--- config.mk ---
export PLATFORM = sky130hd
export DESIGN_NAME = vco_phase_decoder
export DESIGN_NICKNAME = d
export VERILOG_FILES = /design/src/rtl/vco_pkg.sv /design/src/rtl/vco_popcount.sv /design/src/rtl/vco_phase_decoder.sv
export SDC_FILE = /design/constraint.sdc
export NUM_CORES = 1
export LEC_CHECK = 0
export CAP_MARGIN = 20
export CORE_ASPECT_RATIO = 1.25
export CORE_MARGIN = 5
export CORE_UTILIZATION = 30
export CTS_BUF_LIST = sky130_fd_sc_hd__clkbuf_8
export DETAILED_ROUTE_END_ITERATION = 10
export PLACE_DENSITY = 0.55
export SYNTH_ARGS = -nofsm -noshare
export SYNTH_HDL_FRONTEND = slang
export SYNTH_SLANG_ARGS = --single-unit
--- constraint.sdc ---
create_clock -name clk -period 5.4 [get_ports clk]
set_clock_uncertainty 0.15 [all_clocks]
set_input_delay 1.08 -clock clk [delete_from_list [all_inputs] [get_ports clk]]
set_output_delay 1.08 -clock clk [all_outputs]
set_load 0.03 [all_outputs]
--- src/rtl/vco_pkg.sv ---
// ============================================================================
// Module      : vco_pkg
// Description : Constants and helpers shared by the VCO model and the
//               VCO phase decoder.
// Revision    : 1.0 - initial release
// ============================================================================
`default_nettype none

package vco_pkg;

   localparam int VCO_PHASE_WIDTH = 11;
   localparam int VCO_OSR         = 512;
   localparam int VCO_OUT_WIDTH   = 13;

   // Ceiling log2; returns 0 for values <= 1.
   function automatic int clog2(input int value);
      int result;
      int remain;
      result = 0;
      remain = value - 1;
      while (remain > 0) begin
         result = result + 1;
         remain = remain >> 1;
      end
      return result;
   endfunction

endpackage : vco_pkg

`default_nettype wire

--- src/rtl/vco_popcount.sv ---
// ============================================================================
// Module      : vco_popcount
// Description : Combinational population count of a phase-transition vector.
// Revision    : 1.0 - initial release
// ============================================================================
`default_nettype none

module vco_popcount
   import vco_pkg::*;
#(
   parameter int PHASE_WIDTH = VCO_PHASE_WIDTH,
   parameter int CNT_WIDTH   = clog2(PHASE_WIDTH + 1)
)
(
   input  logic [PHASE_WIDTH-1:0] i_vec,
   output logic [CNT_WIDTH-1:0]   o_cnt
);

   always_comb begin
      o_cnt = '0;
      for (int i = 0; i < PHASE_WIDTH; i++) begin
         o_cnt = o_cnt + CNT_WIDTH'(i_vec[i]);
      end
   end

endmodule : vco_popcount

`default_nettype wire

--- src/rtl/vco_phase_decoder.sv ---
// ============================================================================
// Module      : vco_phase_decoder
// Description : Samples the multi-phase VCO, counts phase transitions per
//               clock and integrates them over OSR samples into one code per
//               window, offered on a valid/ready port. Define VCO_DEC_SYNC_EN
//               to insert a 2-flop synchronizer on p_in.
// Revision    : 1.0 - initial release
// ============================================================================
`default_nettype none

module vco_phase_decoder
   import vco_pkg::*;
#(
   parameter int PHASE_WIDTH = VCO_PHASE_WIDTH,
   parameter int OSR         = VCO_OSR,
   parameter int OUT_WIDTH   = VCO_OUT_WIDTH
)
(
   input  logic                   clk,
   input  logic                   rst_n,
   input  logic                   enable,
   input  logic [PHASE_WIDTH-1:0] p_in,
   output logic [OUT_WIDTH-1:0]   dout,
   output logic                   dout_valid,
   input  logic                   dout_ready,
   output logic                   overflow,
   input  logic                   overflow_clr
);

   localparam int CNT_WIDTH = clog2(PHASE_WIDTH + 1);
   localparam int SC_WIDTH  = clog2(OSR);
   localparam logic [SC_WIDTH-1:0] c_sc_last = SC_WIDTH'(OSR - 1);

   generate
      if ((PHASE_WIDTH * OSR) >= (2 ** OUT_WIDTH)) begin : g_width_check
         $error("vco_phase_decoder: OUT_WIDTH too small for PHASE_WIDTH*OSR");
      end
      if ((OSR < 2) || ((OSR & (OSR - 1)) != 0)) begin : g_osr_check
         $error("vco_phase_decoder: OSR must be a power of two >= 2");
      end
   endgenerate

   logic [PHASE_WIDTH-1:0] r_p_s;
   logic [PHASE_WIDTH-1:0] r_p_prev;
   logic                   r_primed;
   logic [OUT_WIDTH-1:0]   r_acc;
   logic [SC_WIDTH-1:0]    r_sc;
   logic [OUT_WIDTH-1:0]   r_dout;
   logic                   r_dout_valid;
   logic                   r_overflow;

   logic [PHASE_WIDTH-1:0] w_diff;
   logic [CNT_WIDTH-1:0]   w_pop;
   logic [CNT_WIDTH-1:0]   w_cnt;
   logic [OUT_WIDTH-1:0]   w_sum;
   logic                   w_last;

`ifdef VCO_DEC_SYNC_EN
   logic [PHASE_WIDTH-1:0] r_sync1;

   always_ff @(posedge clk or negedge rst_n) begin
      if (!rst_n) begin
         r_sync1 <= '0;
         r_p_s   <= '0;
      end else begin
         r_sync1 <= p_in;
         r_p_s   <= r_sync1;
      end
   end
`else
   always_ff @(posedge clk or negedge rst_n) begin
      if (!rst_n) begin
         r_p_s <= '0;
      end else begin
         r_p_s <= p_in;
      end
   end
`endif

   // The previous-sample register runs regardless of enable so that a
   // re-enabled window starts from a valid reference.
   always_ff @(posedge clk or negedge rst_n) begin
      if (!rst_n) begin
         r_p_prev <= '0;
         r_primed <= 1'b0;
      end else begin
         r_p_prev <= r_p_s;
         r_primed <= 1'b1;
      end
   end

   assign w_diff = r_p_s ^ r_p_prev;

   vco_popcount #(
      .PHASE_WIDTH (PHASE_WIDTH),
      .CNT_WIDTH   (CNT_WIDTH)
   ) u_popcount (
      .i_vec (w_diff),
      .o_cnt (w_pop)
   );

   assign w_cnt  = r_primed ? w_pop : '0;
   assign w_sum  = r_acc + OUT_WIDTH'(w_cnt);
   assign w_last = enable && (r_sc == c_sc_last);

   always_ff @(posedge clk or negedge rst_n) begin
      if (!rst_n) begin
         r_acc <= '0;
         r_sc  <= '0;
      end else if (!enable || w_last) begin
         r_acc <= '0;
         r_sc  <= '0;
      end else begin
         r_acc <= w_sum;
         r_sc  <= r_sc + SC_WIDTH'(1);
      end
   end

   // A fresh result always loads; an unconsumed one being replaced flags overflow.
   always_ff @(posedge clk or negedge rst_n) begin
      if (!rst_n) begin
         r_dout       <= '0;
         r_dout_valid <= 1'b0;
         r_overflow   <= 1'b0;
      end else begin
         if (w_last) begin
            r_dout       <= w_sum;
            r_dout_valid <= 1'b1;
         end else if (r_dout_valid && dout_ready) begin
            r_dout_valid <= 1'b0;
         end

         if (w_last && r_dout_valid && !dout_ready) begin
            r_overflow <= 1'b1;
         end else if (overflow_clr) begin
            r_overflow <= 1'b0;
         end
      end
   end

   assign dout       = r_dout;
   assign dout_valid = r_dout_valid;
   assign overflow   = r_overflow;

endmodule : vco_phase_decoder

`default_nettype wire
; ---- Word-level counts from Yosys, hierarchy flattened
; Cells that the tools add are included.
[totals]
inputBits = 16
regBits = 60
output_inout_bits = 15
[classes]
n_mux = 7
n_bitwise = 1
add_sub_neg = 12
n_reduce_logical = 9
eq_ne = 1
[op_table]
columns = op, n
row1 = $add A4 B1 Y4, 9
row2 = $add A13 B4 Y13, 1
row3 = $mux W13, 1
row4 = $xor A11 B11 Y11, 1
row5 = $add A9 B1 Y9 const B, 1
row6 = $eq A9 B9 Y1 const B, 1
row7 = $mux W9, 1
row8 = $logic_and A1 B1 Y1, 4
row9 = $mux W1, 4
row10 = $mux W4, 1
row11 = $reduce_bool A2 Y1, 2
row12 = $add A1 B1 Y2, 1
row13 = $logic_not A1 Y1, 2
row14 = $logic_or A1 B1 Y1, 1

; ---- Longest topological paths before layout
[depth]
depth_word = 14
depth_mapped = 16
depth_no_buf = 16

; ---- By module
; From an unflattened synthesis, not the netlist that was laid out.
[hier_totals]
hier_cells = 216
hier_area_um2 = 2576.2
[by_module_without_submodules]
columns = mod, cells_each, area_each_um2, seq_area_each_um2, instances
row1 = vco_phase_decoder, 190, 2343.5, 1501.4, 1
row2 = vco_popcount, 26, 232.7, 0.0, 1

; ---- Worst setup path after synthesis
; Ideal clock, no wire load.
[synth_path]
path_kind = flip-flop to flip-flop
startpoint = reg r_p_prev[0]
endpoint = reg r_dout[12] (netlist: dout[12])
n_path_buf = 0
setup_time_ns = 0.135
t_required_ns = 5.115
arrival_ns = 4.313
synth_period_minus_slack_ns = 4.598
path_stages_with_launch = 17
setup_slack_ns = 0.802
path_cell_list = dfrtp_1 > xor2_1 > ha_1 > fa_1 > fa_1 > inv_1 > fa_1 > inv_1 > ha_1 > fa_1 > xor2_1 > and2_1 > ha_1 > nand3_1 > a211oi_2 > a31o_2 > a31oi_1
[synth_between]
elab_chain_cells = 13
[synth_lines]
columns = element, line
row1 = "start, declared", vco_phase_decoder.sv:44  ; logic [PHASE_WIDTH-1:0] r_p_prev;
row2 = "start signal, assigned", vco_phase_decoder.sv:87  ; r_p_prev <= r_p_s;
row3 = $xor A11 B11 Y11, vco_phase_decoder.sv:92  ; assign w_diff = r_p_s ^ r_p_prev;
row4 = $add A1 B1 Y2, vco_popcount.sv:22  ; o_cnt = o_cnt + CNT_WIDTH'(i_vec[i]);
row5 = $add A4 B1 Y4 (9 in a row), vco_popcount.sv:22
row6 = $mux W4, vco_phase_decoder.sv:102  ; assign w_cnt = r_primed ? w_pop : '0;
row7 = $add A13 B4 Y13, vco_phase_decoder.sv:103  ; assign w_sum = r_acc + OUT_WIDTH'(w_cnt);
row8 = "end signal, assigned", vco_phase_decoder.sv:127  ; r_dout <= w_sum;
row9 = "end, declared", vco_phase_decoder.sv:48  ; logic [OUT_WIDTH-1:0] r_dout;
; Every way passes these cells.
; A chain may end at the register's enable or synchronous reset.

; ---- Worst setup path in the final report
[layout_path]
startpoint = reg r_p_s[0]
endpoint = reg r_dout[12] (netlist: dout[12])
[layout_between]
elab_chain_cells = 13
[layout_lines]
columns = element, line
row1 = "start, declared", vco_phase_decoder.sv:43  ; logic [PHASE_WIDTH-1:0] r_p_s;
row2 = "start signal, assigned", vco_phase_decoder.sv:75  ; r_p_s <= p_in;
row3 = $xor A11 B11 Y11, vco_phase_decoder.sv:92
row4 = $add A1 B1 Y2, vco_popcount.sv:22
row5 = $add A4 B1 Y4 (9 in a row), vco_popcount.sv:22
row6 = $mux W4, vco_phase_decoder.sv:102
row7 = $add A13 B4 Y13, vco_phase_decoder.sv:103
; Every way passes these cells.

==> flow_summary.toml <==
[synthesis]
syn_area_um2 = 2566
yosys_warnings = 0
synth_seq_cells = 60
syn_inst = 215
yosysUniqueCellTypes = 30
seq_area_frac_synth = 0.5851
synth_nets = 249
avgSynthCellArea_um2 = 11.94

[grt]
track_usage = 0.1010
grt_pass1_wl_um = 8190
grt_max_degree = 61
grt_pass1_vias = 1719
antenna_found_initial = 0
grt_overflow = 0

[finish]
drive_above_1_share = 0.08915
multiInputGateArea_um2 = 1008
antenna_cells = 0
nets = 287
final_util = 0.3831
regArea_um2 = 1501
area_delta_synth_final_pct = 23.70
finalNonFillerCells = 355
fillers = 793

[cts]
cts_hold_buf = 0
clock_latency_ps = 340
cts_setup_buffers = 0
cts_inserted_buffers = 9
clk_pin_slew_worst_paths_ps = 70
cts-root-buf = "clkbuf_8"
htreeDepth = 3
clockBufferDepth = 2
cts_resized = 0
cts_tree = "yes"
cts.sinks = 60

[sta]
worst_slack_ps = 550.0
worstMarginPinSlew_ps = 775.4
setup-violations-final = 0
report.final.slew_viol_count = 0
slew_headroom = 0.4830
min_period_ps = 4850
period_share = 0.8981
clock.fmax_ghz = 0.2062
finalSetupTns_ps = 0
hold_viol = 0
rsz0062_at_grt = "no"

[floorplanning]
start_util = 0.3097
die_area_um2 = 10520
num_rows = 37
fp.dieW_um = 92.73
fp.coreArea_um2 = 8287
die_h_um = 113.4
pin_count = 31

[setup_path]
cp-end-kind = "register"
cp.required_ps = 5520
cp_max_fo = 4
crit_chain = "xor2_1, ha_1, fa_1, fa_1, inv_1, fa_1, inv_1, ha_1, fa_1, xor2_1, and2_1, ha_1, nand3_1, a211oi_2, nand4_1, a31oi_1"
start_kind = "register"
slowest_stage = "fa_1"
path_common_cell = "fa_1"
critical_path_class = "reg -> reg"
cp.arrival_ps = 4970
slowest_delay_ps = 540

[power_and_ir_drop]
power_frac_clock = 0.349
p_switching_mw = 0.3542
fin_total_pwr_mw = 1.167
swShare = 0.3035
power.leakage_nw = 1.428
power.density_nw_per_um2 = 367.7
internal_power_mw = 0.8130
pwr-share-seq = 0.416
comb_power_share = 0.235
ir_drop_mv = 0.1392

[placed_design]
dpl.hpwl_um = 3300
portBuffers = 30
dpl_worst_slack_ps = 533.8
place.gp.congestion = 0.7354
dp_cells = 339

[detailed_routing]
drc_errors = 0
ant_nets = 0
wl_per_cell_um = 13.22
drt_iter0_markers = 47
viasPerCell = 4.623
vias = 1641
postRouteWirelength_um = 4694
dr.pass1.iters = 4

[hold_path]
hp-class = "reg -> reg"

[run]
drv_cap = 0

[outcome]
status = "complete, no violations"
## through the flow
stage               area [um^2]  hold slack [ps]
detailed placement         2975            233.2
global placement           2975            225.8
floorplan                  2566            221.5
global route               3174            257.6
finish                     3174            244.9
CTS                        3174            248.2
## power by group through the flow
stage / clock network, mW / registers [mW] / logic, mW
floorplan: 0 / 0.491 / 0.208
global placement: 0 / 0.494 / 0.279
detailed placement: 0 / 0.495 / 0.279
CTS: 0.423 / 0.486 / 0.282
global route: 0.443 / 0.489 / 0.323
finish: 0.407 / 0.486 / 0.274
## final cells by class
cell class              instances  share of cell area
clock buffers                   9             0.03902
well taps                      97             0.03823
repair buffers                 31             0.09539
clock inverters                 7             0.02365
flip-flops and latches         60              0.4730
inverters                      11             0.01301
multi-input cells             140              0.3177
## final timing paths
| path | from | endpoint | slack, ps | cells past startpoint |
|---|---|---|---|---|
| worst max-delay path | r_p_s[0]$_DFF_PN0_ | dout[12]$_DFFE_PN0P_ | 550 | 16 |
| worst min-delay path | r_p_s[4]$_DFF_PN0_ | r_p_prev[4]$_DFF_PN0_ | 240 | 0 |
| worst max register to register | r_p_s[0]$_DFF_PN0_ | dout[12]$_DFFE_PN0P_ | 550 | 16 |
| worst min register to register | r_p_s[4]$_DFF_PN0_ | r_p_prev[4]$_DFF_PN0_ | 240 | 0 |
| max in group asynchronous | rst_n | r_acc[10]$_DFF_PN0_ | 3880 | 2 |
| min in group asynchronous | rst_n | r_p_s[6]$_DFF_PN0_ | 740 | 2 |
## flip-flops by register name, summed over array words and instances (netlist names)
signal	count
dout	13
r_acc	13
r_p_prev	11
r_p_s	11
r_sc	9
dout_valid	1
overflow	1
r_primed	1
## cell usage in the layout, fill, tap and decap left out, types with 8 or more instances in the layout
| cell type | Yosys | routed |
|---|---|---|
| and2_1 | 8 | 8 |
| a21oi_1 | 12 | 12 |
| ha_1 | 11 | 11 |
| o21ai_0 | 12 | 12 |
| xnor2_1 | 8 | 8 |
| clkdlybuf4s50_1 | 0 | 29 |
| clkbuf_8 | 0 | 9 |
| nor2_1 | 17 | 17 |
| inv_1 | 11 | 11 |
| xor2_1 | 14 | 14 |
| nand2_1 | 14 | 14 |
| dfrtp_1 | 60 | 60 |
## cell usage after synthesis
cell type / instances / area share
o21ai_0: 12 / 0.023
a21oi_2: 1 / 0.0034
mux2_2: 2 / 0.0088
nand3_1: 6 / 0.012
a31o_2: 1 / 0.0034
a211o_1: 1 / 0.0034
and3_1: 1 / 0.0024
and2_1: 8 / 0.020
or3_1: 6 / 0.015
a31oi_1: 5 / 0.012
fa_1: 7 / 0.055
conb_1: 1 / 0.0015
nor2b_1: 2 / 0.0049
ha_1: 11 / 0.054
o21a_1: 1 / 0.0029
inv_1: 11 / 0.016
nand2_1: 14 / 0.020
dfrtp_1: 60 / 0.59
and4_1: 1 / 0.0034
a21o_1: 2 / 0.0058
xor2_1: 14 / 0.048
a21oi_1: 12 / 0.023
nand2b_1: 2 / 0.0049
nand4_1: 3 / 0.0073
nor2_1: 17 / 0.025
o22ai_1: 1 / 0.0024
clkbuf_1: 2 / 0.0029
buf_1: 2 / 0.0029
xnor2_1: 8 / 0.027
a211oi_2: 1 / 0.0049
## cell families after synthesis
logic type,after synthesis,synth area share
flip-flops,60,0.5851
AND/OR/NAND/NOR,60,0.1141
AO/OA/AOI/OAI,37,0.08533
XOR/XNOR,22,0.07509
adder cells (fa/ha/maj),18,0.1082
buffers and inverters,15,0.02194
multiplexers,2,0.008776
other,1,0.001461
## worst max-delay path: cells and delay by family (launching register included)
| family | cells | cell delay, ps |
|---|---|---|
| buffers and inverters | 2 | 100 |
| xor gates and xnor gates | 2 | 290 |
| and+or+nand+nor | 3 | 500 |
| AOI/OAI and AO/OA | 2 | 530 |
| DFF | 1 | 390 |
| adders and majority gates | 7 | 2820 |
## per-layer routing
| layer | share of wire | GRT usage |
|---|---|---|
| met5 | 0 | 0 |
| met1 | 0.45 | 0.1290 |
| met2 | 0.47 | 0.1476 |
| met3 | 0.046 | 0.04156 |
| met4 | 0.024 | 0.05083 |
Note: power is estimated with default switching activity, not from simulation.
